$ cat src/rtl/conv_sched_pkg.sv
// Shared types and constants for the convolution run scheduler.
// State encoding plus the fixed pooled-result geometry of the processor.
package conv_sched_pkg;

    typedef enum logic [2:0] {
        S_IDLE,
        S_PREP,
        S_GO,
        S_RUN,
        S_NEXT
    } state_t;

    localparam int OUT_PER_RUN = 9;
    localparam int POOL_ADDR_W = 4;
    localparam int DATA_W      = 23;

endpackage

$ cat src/rtl/run_result_tracker.sv
// Collects one run's pooled results: range check, seen mask,
// registered output-memory write port and all-seen flag.
module run_result_tracker #(
    parameter int DATA_W = 23,
    parameter int OUT_AW = 8
) (
    input  logic                                  clk,
    input  logic                                  rst,
    input  logic                                  i_accept,
    input  logic                                  i_clr_seen,
    input  logic                                  i_clr_err,
    input  logic                                  i_valid,
    input  logic [conv_sched_pkg::POOL_ADDR_W-1:0] i_addr,
    input  logic [DATA_W-1:0]                     i_data,
    input  logic [OUT_AW-1:0]                     i_base,
    output logic                                  o_we,
    output logic [OUT_AW-1:0]                     o_waddr,
    output logic [DATA_W-1:0]                     o_wdata,
    output logic                                  o_all_seen,
    output logic                                  o_err_addr
);
    import conv_sched_pkg::*;

    logic                   r_we;
    logic [OUT_AW-1:0]      r_waddr;
    logic [DATA_W-1:0]      r_wdata;
    logic [OUT_PER_RUN-1:0] r_seen;
    logic                   r_err;
    logic                   w_in_range;
    logic                   w_hit;
    logic                   w_bad;
    logic [OUT_PER_RUN-1:0] w_dec;

    assign w_in_range = (i_addr <= POOL_ADDR_W'(OUT_PER_RUN - 1));
    assign w_hit      = i_accept && i_valid && w_in_range;
    assign w_bad      = i_accept && i_valid && !w_in_range;
    assign w_dec      = OUT_PER_RUN'(1) << i_addr;

    always_ff @(posedge clk or posedge rst) begin
        if (rst) begin
            r_we    <= 1'b0;
            r_waddr <= '0;
            r_wdata <= '0;
        end else begin
            r_we <= w_hit;
            if (w_hit) begin
                r_waddr <= i_base + OUT_AW'(i_addr);
                r_wdata <= i_data;
            end
        end
    end

    // Duplicates rewrite memory but leave the mask as it was
    always_ff @(posedge clk or posedge rst) begin
        if (rst) begin
            r_seen <= '0;
        end else if (i_clr_seen) begin
            r_seen <= '0;
        end else if (w_hit) begin
            r_seen <= r_seen | w_dec;
        end
    end

    always_ff @(posedge clk or posedge rst) begin
        if (rst) begin
            r_err <= 1'b0;
        end else if (i_clr_err) begin
            r_err <= 1'b0;
        end else if (w_bad) begin
            r_err <= 1'b1;
        end
    end

    assign o_we       = r_we;
    assign o_waddr    = r_waddr;
    assign o_wdata    = r_wdata;
    assign o_all_seen = &r_seen;
    assign o_err_addr = r_err;

endmodule

$ cat src/rtl/conv_run_scheduler.sv
// Sweeps filters x tiles through the conv processor, one run each.
// Optional run watchdog enabled by defining SCHED_WATCHDOG_EN.
module conv_run_scheduler #(
    parameter int NUM_FILTERS = 4,
    parameter int NUM_TILES   = 4,
    parameter int DATA_W      = 23,
    parameter int TIMEOUT_CYC = 1024,
    localparam int FW     = $clog2(NUM_FILTERS),
    localparam int TW     = $clog2(NUM_TILES),
    localparam int OUT_AW = $clog2(NUM_FILTERS * NUM_TILES * 9)
) (
    input  logic              clk,
    input  logic              rst,
    input  logic              start,
    input  logic              abort,
    output logic              busy,
    output logic              done,
    output logic              err_addr,
    output logic              err_timeout,
    output logic              proc_rst,
    output logic              proc_go,
    output logic [FW-1:0]     filter_sel,
    output logic [TW-1:0]     tile_sel,
    input  logic              res_valid,
    input  logic [3:0]        res_addr,
    input  logic [DATA_W-1:0] res_data,
    output logic              out_we,
    output logic [OUT_AW-1:0] out_waddr,
    output logic [DATA_W-1:0] out_wdata
);
    import conv_sched_pkg::*;

    state_t            r_state;
    state_t            w_next;
    logic [FW-1:0]     r_filter;
    logic [TW-1:0]     r_tile;
    logic [OUT_AW-1:0] r_base;
    logic              r_abort_done;
    logic              w_last;
    logic              w_start;
    logic              w_abort;
    logic              w_timeout;
    logic              w_all_seen;

    assign w_last  = (r_filter == FW'(NUM_FILTERS - 1)) &&
                     (r_tile == TW'(NUM_TILES - 1));
    assign w_start = (r_state == S_IDLE) && start;
    assign w_abort = (r_state != S_IDLE) && abort;

    always_ff @(posedge clk or posedge rst) begin
        if (rst) begin
            r_state      <= S_IDLE;
            r_abort_done <= 1'b0;
        end else begin
            r_state      <= w_next;
            r_abort_done <= (w_abort || w_timeout) &&
                            !((r_state == S_NEXT) && w_last);
        end
    end

    always_comb begin
        w_next = r_state;
        case (r_state)
            S_IDLE: if (start) w_next = S_PREP;
            S_PREP: w_next = S_GO;
            S_GO:   w_next = S_RUN;
            S_RUN:  if (w_all_seen) w_next = S_NEXT;
            S_NEXT: w_next = w_last ? S_IDLE : S_PREP;
            default: w_next = S_IDLE;
        endcase
        if (w_abort || w_timeout) w_next = S_IDLE;
    end

    always_comb begin
        busy     = 1'b0;
        done     = r_abort_done;
        proc_rst = 1'b1;
        proc_go  = 1'b0;
        case (r_state)
            S_PREP: busy = 1'b1;
            S_GO: begin
                busy     = 1'b1;
                proc_rst = 1'b0;
                proc_go  = 1'b1;
            end
            S_RUN: begin
                busy     = 1'b1;
                proc_rst = 1'b0;
            end
            S_NEXT: begin
                busy = !w_last;
                done = r_abort_done || w_last;
            end
            default: ;
        endcase
    end

    always_ff @(posedge clk or posedge rst) begin
        if (rst) begin
            r_filter <= '0;
            r_tile   <= '0;
            r_base   <= '0;
        end else if (w_start) begin
            r_filter <= '0;
            r_tile   <= '0;
            r_base   <= '0;
        end else if (r_state == S_NEXT && !w_last && !w_abort) begin
            r_base <= r_base + OUT_AW'(OUT_PER_RUN);
            if (r_tile == TW'(NUM_TILES - 1)) begin
                r_tile   <= '0;
                r_filter <= r_filter + 1'b1;
            end else begin
                r_tile <= r_tile + 1'b1;
            end
        end
    end

`ifdef SCHED_WATCHDOG_EN
    localparam int WDW = $clog2(TIMEOUT_CYC);

    logic [WDW-1:0] r_wd;
    logic           r_err_timeout;
    logic           w_hit;

    assign w_hit = (r_state == S_RUN) && res_valid &&
                   (res_addr <= POOL_ADDR_W'(OUT_PER_RUN - 1));
    assign w_timeout = (r_state == S_RUN) && !w_all_seen && !w_hit &&
                       (r_wd == WDW'(TIMEOUT_CYC - 1));

    always_ff @(posedge clk or posedge rst) begin
        if (rst) begin
            r_wd          <= '0;
            r_err_timeout <= 1'b0;
        end else begin
            if (r_state == S_GO || w_hit) begin
                r_wd <= '0;
            end else if (r_state == S_RUN) begin
                r_wd <= r_wd + 1'b1;
            end
            if (w_start) begin
                r_err_timeout <= 1'b0;
            end else if (w_timeout) begin
                r_err_timeout <= 1'b1;
            end
        end
    end

    assign err_timeout = r_err_timeout;
`else
    assign w_timeout   = 1'b0;
    assign err_timeout = 1'b0;
`endif

    run_result_tracker #(
        .DATA_W (DATA_W),
        .OUT_AW (OUT_AW)
    ) u_tracker (
        .clk        (clk),
        .rst        (rst),
        .i_accept   (r_state == S_RUN),
        .i_clr_seen (r_state == S_PREP),
        .i_clr_err  (w_start),
        .i_valid    (res_valid),
        .i_addr     (res_addr),
        .i_data     (res_data),
        .i_base     (r_base),
        .o_we       (out_we),
        .o_waddr    (out_waddr),
        .o_wdata    (out_wdata),
        .o_all_seen (w_all_seen),
        .o_err_addr (err_addr)
    );

    assign filter_sel = r_filter;
    assign tile_sel   = r_tile;

endmodule

$ cat config.mk
export PLATFORM = sky130hd
export DESIGN_NAME = conv_run_scheduler
export DESIGN_NICKNAME = d
export VERILOG_FILES = /design/src/rtl/conv_sched_pkg.sv /design/src/rtl/run_result_tracker.sv /design/src/rtl/conv_run_scheduler.sv
export SDC_FILE = /design/constraint.sdc
export NUM_CORES = 1
export LEC_CHECK = 0
export ABC_CLOCK_PERIOD_IN_PS = 1900
export CORE_ASPECT_RATIO = 1.75
export CORE_MARGIN = 8
export CORE_UTILIZATION = 43
export DETAILED_ROUTE_END_ITERATION = 16
export PLACE_DENSITY_LB_ADDON = 0.1
export SETUP_SLACK_MARGIN = 0.4
export SLEW_MARGIN = 20
export SYNTH_ARGS = -nofsm -noshare
export SYNTH_HDL_FRONTEND = slang
export SYNTH_SLANG_ARGS = --single-unit
$ cat constraint.sdc
create_clock -name clk -period 1.9 [get_ports clk]
set_input_delay 0.38 -clock clk [delete_from_list [all_inputs] [get_ports clk]]
set_output_delay 0.38 -clock clk [all_outputs]
set_load 0.005 [all_outputs]
; Word level (Yosys, flattened, before mapping)
; Cells that the tools add are included.
[op_classes]
n_eq_ne = 8
div_mod_pow = 0
multipliers = 0
magnitude_cmp = 1
n_reduce_logical = 26
bitwise_logic = 1
muxes = 21
shift = 1
add_sub_neg = 4
[op_table]
columns = operator, count
row1 = 9-bit two-way mux, 2
row2 = 8-bit two-way mux, 2
row3 = 3-bit case mux with 5 select lines, 1
row4 = 2-bit two-way mux, 6
row5 = 1-bit logical AND, 10
row6 = 3-bit two-way mux, 3
row7 = 9-bit OR, 1
row8 = 9-bit AND reduction, 1
row9 = 1-bit by 4-bit left shift with 9-bit output (first input constant), 1
row10 = 8-bit by 4-bit adder with 8-bit output, 1
row11 = 8-bit by 4-bit adder with 8-bit output (second input constant), 1
row12 = 2-bit nonzero test, 4
row13 = 3-bit by 2-bit equality test with 1-bit output (second input constant), 2
row14 = 1-bit two-way mux, 6
row15 = 3-bit inequality test (second input constant), 2
row16 = 2-bit by 1-bit adder with 2-bit output (second input constant), 2
row17 = 2-bit equality test (second input constant), 2
row18 = 4-bit less-or-equal comparator (second input constant), 1
row19 = 1-bit zero test, 4
row20 = 2-bit AND reduction, 2
row21 = 3-bit by 1-bit equality test with 1-bit output (second input constant), 1
row22 = 3-bit equality test (second input constant), 1
row23 = 3-bit zero test, 1
row24 = 3-bit nonzero test, 1
row25 = other kinds (4), 4
[word_totals]
register_bits = 58
latch_bits = 0
mem_bits_rw = 0
rom_bits = 0
elab_cells = 72
input_bits = 32
out_inout_bits = 42
mem_count = 0

; Depth between registers and ports, before layout
[depth]
word_depth = 7
ltp_mapped = 8
ltp_nobuf = 7

; By module
; From an unflattened synthesis, not the netlist that was laid out.
[hier_totals]
hier_cells = 288
hier_area_um2 = 2697.6
[modules_own_cells]
columns = module, seq_area_each_um2, cells_per_inst, area_each_um2, n_inst
row1 = run_result_tracker, 1051.0, 204, 1869.3, 1
row2 = conv_run_scheduler, 400.4, 84, 828.3, 1

; Least setup slack after synthesis
; Ideal clock, no wire load.
[synth_timing]
path_type = reg2reg
start = register r_tile[0] (netlist: tile_sel[0])
end = register r_filter[1] (netlist: filter_sel[1])
stages_incl_launch_ff = 7
slack_ns = 0.082
setup_ns = 0.125
arrival_ns = 1.694
period_less_slack_ns = 1.818
required_ns = 1.775
n_path_buf = 1
path_cell_list = dfrtp_1 -> ha_1 -> a21oi_1 -> and2_1 -> clkbuf_1 -> nand2_1 -> mux2_2
[synth_via]
elab_chain_cells = 7
elab_cells_between_ends = 8
classes_between = eq/ne: 1 / reduce/logical: 7
[synth_lines]
columns = item, line_no
row1 = from (decl), conv_run_scheduler.sv:36  ; logic [TW-1:0] r_tile;
row2 = from (signal assigned), conv_run_scheduler.sv:113  ; r_tile <= r_tile + 1'b1;
row3 = 2-bit equality test *, "conv_run_scheduler.sv:46, conv_run_scheduler.sv:109"
row4 = 1-bit logical AND, conv_run_scheduler.sv:45  ; assign w_last = (r_filter == FW'(NUM_FILTERS - 1)) &&
row5 = 1-bit zero test, conv_run_scheduler.sv:107  ; end else if (r_state == S_NEXT && !w_last && !w_abort) begin
row6 = 1-bit logical AND (2 in a row), conv_run_scheduler.sv:107
row7 = 2-bit nonzero test (no line), -
row8 = 2-bit AND reduction (no line) *, -
row9 = to (signal assigned), conv_run_scheduler.sv:111  ; r_filter <= r_filter + 1'b1;
row10 = to (decl), conv_run_scheduler.sv:35  ; logic [FW-1:0] r_filter;
; Mark *: on every way between the ends. The rest lies on a longest branch, timed or not.
; A chain may end at the register's enable or synchronous reset.

; Worst setup path in the final report
[layout_timing]
start = register r_state[0]
end = output port busy
[layout_via]
elab_chain_cells = 3
elab_cells_between_ends = 6
classes_between = eq/ne: 4 / mux: 1 / reduce/logical: 1
[layout_lines]
columns = item, line_no
row1 = from (decl), conv_run_scheduler.sv:33  ; state_t r_state;
row2 = from (signal assigned), conv_run_scheduler.sv:55  ; r_state <= w_next;
row3 = 3-bit by 2-bit equality test with 1-bit output or 3-bit by 1-bit equality test with 1-bit output (tied branches), conv_run_scheduler.sv:79  ; case (r_state)
row4 = 3-bit OR reduction (no line), -
row5 = 1-bit case mux with 2 select lines *, conv_run_scheduler.sv:79
row6 = to (decl), conv_run_scheduler.sv:16  ; output logic busy,
; Marked as above.

==> summary by stage <==
Route
The starting DRC count in detailed routing is 82. After detailed routing, the average wire length per cell comes to 16.1 µm. The first detailed-routing pass ran for 4 iterations. The DRC violation count after routing is 0.

The number of vias in the routed layout is 2570. The detail route stage leaves a number of antenna-violating nets equal to 0. The total wire length after detailed routing is 8220 µm. Dividing the detail-routed via count by the number of cells gives 5.03.

Pwr
The worst-case IR drop observed on VDD is 0.000767 V. The total power divided by cell area is 990 mW/mm². The leakage power summed over all cells is 0.00230 µW.

Synthesis
The share of the Yosys chip area taken by registers is 0.536. The xor/xnor cell area share of the yosys netlist is 0.0259. For this run, the number of Yosys warnings is 0.

The number of library cell types mapped by synthesis is 47. The top-area cell type share of the netlist area is 0.536. The area fraction in compound gates after synthesis was 0.102. Synthesis inferred 58 register bits. Counting every net in the synthesized netlist gives 326.

The mapped netlist covers 0.00271 mm². After synthesis, the share of cell area in mux cells is 0.0162. After synthesis, the largest family of logic cells by area is simple AND/OR/NAND/NOR gates. By area the synthesized netlist is led by sky130_fd_sc_hd__dfrtp_1, sky130_fd_sc_hd__nand2_1, sky130_fd_sc_hd__ha_1, sky130_fd_sc_hd__nor2_1, sky130_fd_sc_hd__a21oi_1. Of all cell types, the one taking the most synthesized area is sky130_fd_sc_hd__dfrtp_1. The area fraction in and, or, nand and nor cells after synthesis is 0.239.

Of the total synthesized cell area, the portion taken by full adders, half adders and majority gates is 0.0397. After synthesis, the mean cell area works out to 9.48 µm². The cell count after synthesis came out at 286.

Worst setup path
In this run the worst path has a maximum fanout of 3. The peak per-stage delay on the critical path is 0.43 ns. The required arrival time at the worst endpoint is 1.52 ns. The critical path buffer and inverter count is 2. Traced cell by cell, the critical path runs through buf_6, or2_4, a21oi_4, a21oi_1, buf_2. Among all stages on the critical path, the largest delay is contributed by sky130_fd_sc_hd__dfrtp_2. Grouping stages by cell kind, the critical path spends the most delay in flip-flops. The kind of start point of the critical path is a register. STA classifies the critical path endpoint as an output pin. The start-to-end type of the worst setup path is reg -> out. The data arrival time of the critical path is 1.46 ns.

Floorplanning
The effective utilization at floorplan is 0.442. The die outline area is 0.00920 mm². The core outline area is 0.00613 mm². The top-level port count is 74.

In this run the horizontal extent of the chip is 76.0 µm. Row generation in the floorplan step produced 38 rows. The vertical die dimension is 121 µm.

Clock tree
In this run the clock root is driven by a sky130_fd_sc_hd__clkbuf_8. The clock-pin transition on the worst setup and hold timing paths is 0.07 ns. The maximum clock path buffer count is 2. Counting every sink on the clock net gives 58. The number of clock buffers added by TritonCTS is 9. The later pin in the worst-skew pair is clocked with a latency of 0.34 ns. The H-tree was split into 3 levels. TritonCTS built the clock tree.

Finish
The finished cells cover 0.00456 mm². The area added between synthesis and finish is 68.1%. The top cell types in the final layout, fill and taps aside, are sky130_fd_sc_hd__nand2_1, sky130_fd_sc_hd__dfrtp_1, sky130_fd_sc_hd__buf_4.

Of the cells placed in the final design, the portion with a size suffix greater than 1 is 0.336. The repair_antennas step left the layout with diodes totalling 0. The library cell used most frequently in the layout, excluding fill and tap cells, is sky130_fd_sc_hd__nand2_1. After the last flow step, the layout net total stands at 466.

Timing
The worst pin sits at a relative slew slack of 0.667. The total count of hold-check failures in the final report is 0. Static timing analysis puts the maximum clock frequency at 544 MHz. Of the available clock period, the critical path in the final layout requires 0.967.

Setup violations remaining at the end of the flow were counted as 0. At the pin with the least slew margin, the transition time is 0.499 ns. Across all setup checks in the final design, the least slack found is 0.0634 ns.

The clock tree skew after final layout is 0.00583 ns. After layout, the minimum clock period comes to 1.84 ns. Setup repair after global routing could not meet its margin everywhere.

The max-slew violation count is 0.

Global route
The first global-routing pass estimated 12000 µm of wire. The initial antenna violation count is 0. Entering global routing, the biggest net connects 22 pins. Global routing finished with a remaining overflow of 0. The number of global-route vias before repair was 2561. The total global routing track utilization is 0.162.

Min path
The class of the tightest hold or removal check is in -> async.

Placement
The routability-driven placement congestion ratio is 0.801. Input and output buffers added on the ports amount to 72. In this run the cell area measured after placement is 0.00382 mm². The wire-length estimate of the detail-placed layout is 5160 µm. The post-place setup slack is -0.246 ns.

Run
The number of maximum-capacitance constraint violations is 0.

Outcome
The flow ran to the end, and the final reports show no timing, DRC or antenna violations.
repair_timing:
action	CTS	global route
resized for setup	95	46
hold buffers	0	0
pin swaps	23	9
setup buffers	21	8
gates cloned	2	3
endpoints found under the setup margin	88	62
synthesized netlist by cell type, drive strengths merged:
cell type	count
ha	7
and2b	1
o22a	1
nand4	2
and2	1
a211o	1
a21oi	14
nor2b	3
o31ai	2
dfrtp	58
conb	1
nor4	2
o211ai	1
or3	2
nand2	85
a22o	3
nand4b	1
mux2i	1
a21o	1
nor2	22
fa	1
nand3	6
a31oi	7
nor4bb	1
inv	10
mux2	3
nand2b	2
o31a	1
nor3	5
or2	2
o21ai	6
xor2	6
nand3b	1
nor3b	4
o211a	1
xnor2	2
buf	8
clkbuf	5
a31o	2
or4	1
o21a	3
cell type report:
cell class | instances | area, µm²
clock buffers | 14 | 173
clock inverters | 2 | 10.0
fillers | 426 | 1580
inverters | 10 | 53.8
multi-input cells | 205 | 1380
flip-flops and latches | 58 | 1460
well taps | 80 | 100
repair buffers | 142 | 1380
worst register-to-register path, stage by stage (launching register included):
cell                      delay, ns
sky130_fd_sc_hd__dfrtp_2       0.43
sky130_fd_sc_hd__buf_4         0.14
sky130_fd_sc_hd__buf_6         0.11
sky130_fd_sc_hd__nor4_4        0.27
sky130_fd_sc_hd__nor4_1        0.09
sky130_fd_sc_hd__buf_4         0.16
sky130_fd_sc_hd__nor3_4        0.16
sky130_fd_sc_hd__mux2_4        0.31
metrics by stage:
step	std cells	setup TNS (ns)	hold WS (ns)	utilization	total power (µW)
after floorplan	286	0	0.462	-	2330
after global placement	461	-4.41	0.457	0.623	3220
after detailed placement	461	-5.15	0.461	0.623	3260
after CTS	500	0	0.429	0.698	4340
after global routing	511	0	0.478	0.743	4790
final	511	0	0.421	0.743	4510
cell families after synthesis:
group | count (synthesis)
compound gates | 43
xor+xnor | 8
fa+ha+maj | 8
buf+inv | 23
flops | 58
mux | 4
other cells | 1
simple gates | 141
worst paths after layout:
path / to / cells after the start / start / slack [ns]
max in group asynchronous: r_base[3] / 3 / rst / 1.03
setup / recovery: busy / 5 / r_state[0] / 0.06
setup reg to reg: r_state[0] / 7 / r_state[0] / 0.12
hold reg to reg: u_tracker.o_wdata[3] / 2 / u_tracker.o_wdata[3] / 0.47
min in group clk: u_tracker.o_wdata[3] / 2 / u_tracker.o_wdata[3] / 0.47
hold / removal: u_tracker.o_waddr[2] / 2 / rst / 0.42
report_power, final:
part           internal, µW  switching [µW]
Sequential             1560             158
Combinational           981             771
Clock                   577             468
sequential cells by signal, indices dropped and copies added, names as in the netlist:
register / flops
u_tracker.r_seen: 9
u_tracker.o_err_addr: 1
r_abort_done: 1
u_tracker.o_we: 1
u_tracker.o_waddr: 8
r_state: 3
u_tracker.o_wdata: 23
r_base: 8
filter_sel: 2
tile_sel: 2
metal layers:
metal  GRT usage  wire length, µm
met1       0.150             2830
met2       0.303             4810
met3      0.0504              373
met4      0.0951              203
met5           0                0
Note: power is estimated with default switching activity, not from simulation.
